==> src/rtl/timebase_gen.sv <==
// Half-second timebase with an hours/minutes/seconds clock, saturating elapsed-time
// accumulators, run/pause, clear, validated preload and wrap-or-hold rollover.
module timebase_gen #(
    parameter int DIV      = 1024,
    parameter int HRS_W    = 7,
    parameter int HRS_MAX  = 99,
    parameter int ACC_W    = 13,
    parameter int SAT_MODE = 0
) (
    input  logic               clock,
    input  logic               reset,
    input  logic               run,
    input  logic               clear,
    input  logic               load_en,
    input  logic [HRS_W+11:0]  load_hms,
    output logic [HRS_W+11:0]  HMS_time,
    output logic [ACC_W-1:0]   sec_accum,
    output logic [ACC_W-1:0]   min_accum,
    output logic               half_sec_pulse,
    output logic               sec_pulse,
    output logic               min_pulse,
    output logic               overflow,
    output logic               load_err
);

    localparam int DW = $clog2(DIV);
    localparam logic [DW-1:0] DIV_LAST = DW'(DIV - 1);

    logic [DW-1:0]    div;
    logic             phase;
    logic [5:0]       sec;
    logic [5:0]       min;
    logic [HRS_W-1:0] hrs;
    // Set once time has frozen at the maximum in hold mode; sec then keeps
    // counting internally so min_pulse stays on its one-minute cadence.
    logic             held;

    logic [HRS_W-1:0] ld_hrs;
    logic [5:0]       ld_min;
    logic [5:0]       ld_sec;
    logic             ld_ok;
    logic             tick;
    logic             hrs_at_max;

    assign ld_hrs     = load_hms[HRS_W+11:12];
    assign ld_min     = load_hms[11:6];
    assign ld_sec     = load_hms[5:0];
    assign ld_ok      = (ld_sec <= 6'd59) && (ld_min <= 6'd59) && (32'(ld_hrs) <= HRS_MAX);
    assign tick       = (div == DIV_LAST) && run;
    assign hrs_at_max = (32'(hrs) == HRS_MAX);

    assign HMS_time = {hrs, min, held ? 6'd59 : sec};

    always_ff @(posedge clock) begin
        if (reset || clear) begin
            div            <= '0;
            phase          <= 1'b0;
            sec            <= '0;
            min            <= '0;
            hrs            <= '0;
            held           <= 1'b0;
            sec_accum      <= '0;
            min_accum      <= '0;
            half_sec_pulse <= 1'b0;
            sec_pulse      <= 1'b0;
            min_pulse      <= 1'b0;
            overflow       <= 1'b0;
            load_err       <= 1'b0;
        end else begin
            half_sec_pulse <= 1'b0;
            sec_pulse      <= 1'b0;
            min_pulse      <= 1'b0;
            load_err       <= 1'b0;
            if (load_en) begin
                // A load (accepted or not) swallows any tick in the same cycle.
                if (ld_ok) begin
                    hrs   <= ld_hrs;
                    min   <= ld_min;
                    sec   <= ld_sec;
                    div   <= '0;
                    phase <= 1'b0;
                    held  <= 1'b0;
                end else begin
                    load_err <= 1'b1;
                end
            end else if (tick) begin
                div            <= '0;
                phase          <= ~phase;
                half_sec_pulse <= 1'b1;
                if (phase) begin
                    sec_pulse <= 1'b1;
                    if (sec_accum != '1) sec_accum <= sec_accum + ACC_W'(1);
                    if (sec == 6'd59) begin
                        sec       <= '0;
                        min_pulse <= 1'b1;
                        if (min_accum != '1) min_accum <= min_accum + ACC_W'(1);
                        if (!held) begin
                            if (min != 6'd59) begin
                                min <= min + 6'd1;
                            end else if (!hrs_at_max) begin
                                min <= '0;
                                hrs <= hrs + HRS_W'(1);
                            end else begin
                                overflow <= 1'b1;
                                if (SAT_MODE != 0) begin
                                    held <= 1'b1;
                                end else begin
                                    min <= '0;
                                    hrs <= '0;
                                end
                            end
                        end
                    end else begin
                        sec <= sec + 6'd1;
                    end
                end
            end else if (run) begin
                div <= div + DW'(1);
            end
        end
    end

endmodule

==> config.mk <==
export PLATFORM = sky130hd
export DESIGN_NAME = timebase_gen
export DESIGN_NICKNAME = d
export VERILOG_FILES = /design/src/rtl/timebase_gen.sv
export SDC_FILE = /design/constraint.sdc
export NUM_CORES = 1
export LEC_CHECK = 0
export CAP_MARGIN = 0
export CORE_ASPECT_RATIO = 0.9
export CORE_MARGIN = 8
export CORE_UTILIZATION = 51
export DETAILED_ROUTE_END_ITERATION = 16
export GPL_ROUTABILITY_DRIVEN = 0
export GPL_TIMING_DRIVEN = 0
export PLACE_DENSITY = 0.81
export RECOVER_POWER = 100
export SETUP_SLACK_MARGIN = 0.2
export SLEW_MARGIN = 20
export SYNTH_ARGS = -nofsm -noshare
export SYNTH_HDL_FRONTEND = slang
export SYNTH_SLANG_ARGS = --single-unit
==> constraint.sdc <==
create_clock -name clock -period 2.5 [get_ports clock]
set_input_delay 0.375 -clock clock [delete_from_list [all_inputs] [get_ports clock]]
set_output_delay 0.375 -clock clock [all_outputs]
set_load 0.03 [all_outputs]
==> impl_metrics.toml, run 1 <==
[global_route]
initial_antenna_violation_count = 0
globalRouteMet2Util_pct = 33.6
via_count_of_the_first_global_routing_pass = 3252
groute.usage.overall_pct = 20.4
grt_first_pass_wirelength_microns = 15500
globalRouteMet3Util_pct = 6.15
overflow_after_grt = 0
maximum_number_of_pins_on_one_net_before_global_route_repair = 11
met1_usage_pct = 25.1
grt_most_used_layer = "met2"

[logic_synthesis]
netlist_top_cells_area = "dfxtp_1, nor2_1, xnor2_1"
synthesis.area_sq_um = 3350
synth_enable_flop_cells = 0
synthesis.area_per_instance_sq_um = 8.64
netlist.area_leader.share_pct = 36.4
count_of_unique_library_cells_instantiated_by_yosys = 63
ys.flop_type = "dfxtp_1"
synth_sequential_area_ratio_pct = 36.4
synth_async_sr_flop_share_pct = 0
post-synth-top-area-cell = "dfxtp_1"
total_number_of_yosys_warnings = 0
synth.ff_latch_count = 61
synthesis.instances = 388
mappedNetlistNets = 418

[route]
detail_route.first_pass.iterations = 5
detailroute.via_count = 3355
routed_wire_length_per_instance_microns = 16.9
post_route_ant_nets = 0
drt_first_iter_violations = 206
finalWirelength_microns = 9540
route.detailed.vias_per_inst = 5.93
remaining_drc_errors = 0

[placement]
post-dp-hpwl_microns = 6870
dp_worst_setup_slack_ns = -0.402
placed_cells = 550
port-buffer-count = 72

[finish]
insertedDiodeCount = 0
multi_input_area_sq_um = 1940
final.fill_count = 555
finish.cell_count_without_fillers = 566
final_nets = 503
area_growth_syn_to_layout_pct = 30.0
area.sequential_sq_um = 1220
final_core_util_pct = 67.2
drive_gt1_share_pct = 11.1

[flow_run]
max_cap_violations = 0

[sta]
worst_slack_ns = 0.197
min_period_over_period_pct = 92.1
post_route_skew_ns = 0.00617
rsz0062_at_grt = "no"
hold_violations = 0
period_needed_ns = 2.30
relSlewSlack_pct = 50.2
tightestPinTransition_ns = 0.741
setup_viol = 0
timing.final.max_slew_violations = 0
max_freq_ghz = 0.434
post_route_setup_tns_ns = 0

[status]
status = "finished clean"

[worst_setup_path]
cp-end-kind = "flop"
cp_max_fo = 10
worstPathArrival_ns = 2.51
startpoint_type = "input pin"
setup.worst_path.class = "in2reg"
crit_required_ns = 2.71

[pwr]
p_leak_nw = 1.63
p_total_mw = 1.99
powerDensity_nw_per_um2 = 456
ir_worst_vdd_v = 0.000347

[clock_network]
worst_skew_pair.late_latency_ns = 0.34
cts_hold_repair.buffers = 0
cts_buffer_depth = 2
cts_num_sinks = 61
root_driver = "clkbuf_8"
cts_htree_levels = 3
path_clk_slew_ns = 0.07
cts_inserted_buffers = 9
tritoncts = "yes"

[min_path]
worst_hold_path_type = "in2reg"

[die]
die_h_microns = 92.9
dieWidth_microns = 101
num_rows = 28
start_util_pct = 51.7
design.die.area_sq_um = 9420
floorplan.io_pins = 74
design.core.area_sq_um = 6480
[final timing paths]
kind / cells past startpoint / from / slack (ns) / endpoint
hold reg to reg: 1 / phase / 0.48 / phase
hold / removal: 4 / load_en / 0.44 / div[1]
setup / recovery: 8 / run / 0.20 / sec_accum[4]
setup reg to reg: 8 / div[0] / 0.28 / sec_accum[4]
[critical path: stages]
cell and delay, ns:
dlygate4sd3_1 0.58, nand2b_1 0.15, or4_1 0.52, buf_6 0.16
buf_12 0.15, buf_8 0.14, o311ai_0 0.32, o41ai_1 0.12
[cells in the final DEF, fill, tap and decap left out, drive strengths merged, types with 7 or more instances in the layout]
cell type	n
dfxtp	61
nor2	53
dlygate4sd3	52
nand2	34
clkbuf	26
a21oi	24
nand3	23
clkdlybuf4s50	20
xnor2	19
nor3	16
nand4	12
nor4	11
inv	9
a31oi	9
buf	8
o21ai	7
[synth_stat cells (4+ instances only)]
cell type / count
ha_1: 6
a41o_1: 4
nor4_1: 4
and4_1: 5
nand2_1: 33
nand4_1: 11
nor2b_1: 5
inv_1: 9
a311oi_1: 4
a31o_2: 5
a31oi_1: 9
clkbuf_1: 11
nand3_1: 23
a211oi_1: 4
a32o_1: 5
a21o_1: 4
xnor2_1: 19
dfxtp_1: 61
nor4_2: 4
nor2_1: 52
o21ai_0: 6
a221oi_1: 6
a21oi_1: 24
nor3_1: 13
[per-layer routing]
layer,wire length (microns),vias up
met5,0,-
met4,110,0
met3,736,17
met2,4500,140
met1,4190,1588
li1,-,1610
[through the flow]
| stage | instance area (sq um) | hold slack, ns |
|---|---|---|
| after global routing | 4360 | 0.459 |
| after detailed placement | 4180 | 0.473 |
| after CTS | 4390 | 0.428 |
| final | 4360 | 0.436 |
| after global placement | 4180 | 0.451 |
| after floorplan | 3350 | 0.440 |
[where the power goes]
group,internal [mW],switching [mW]
Combinational,0.0905,0.127
Clock,0.400,0.376
Sequential,0.981,0.0142
[final cells by class]
cell class | instances | share of cell area (%)
multi-input combinational | 298 | 44.5
sequential | 61 | 28.1
timing repair buffer | 74 | 16.9
clock buffer | 12 | 3.56
buffer | 20 | 3.36
tap | 90 | 2.58
inverter | 9 | 0.775
clock inverter | 2 | 0.230
[cells by family after synthesis]
family | share of synthesized area, %
AO/OA/AOI/OAI | 18.8
adder cells (fa/ha/maj) | 2.24
AND/OR/NAND/NOR | 30.9
multiplexers | 0.597
XOR/XNOR | 5.75
buffers and inverters | 5.26
flip-flops | 36.4
[registers in the layout, indices dropped and copies added (netlist names), 6 cells and up]
name       flops
min_accum     13
sec_accum     13
div           10
hrs            7
min            6
sec            6
[repair_timing]
| action | CTS | global route |
|---|---|---|
| setup endpoints to repair | 25 | 31 |
| buffers inserted | 2 | 0 |
| pin swaps | 4 | 0 |
| resized for setup | 6 | 7 |
(Power assumes the default switching activity.)
==> inputs of run 2 (changes only) <==
Settings changed: CAP_MARGIN 0 to unset.
==> results of run 2 <==
Same layout as run 1: the final DEF is identical, and so are final timing and power.
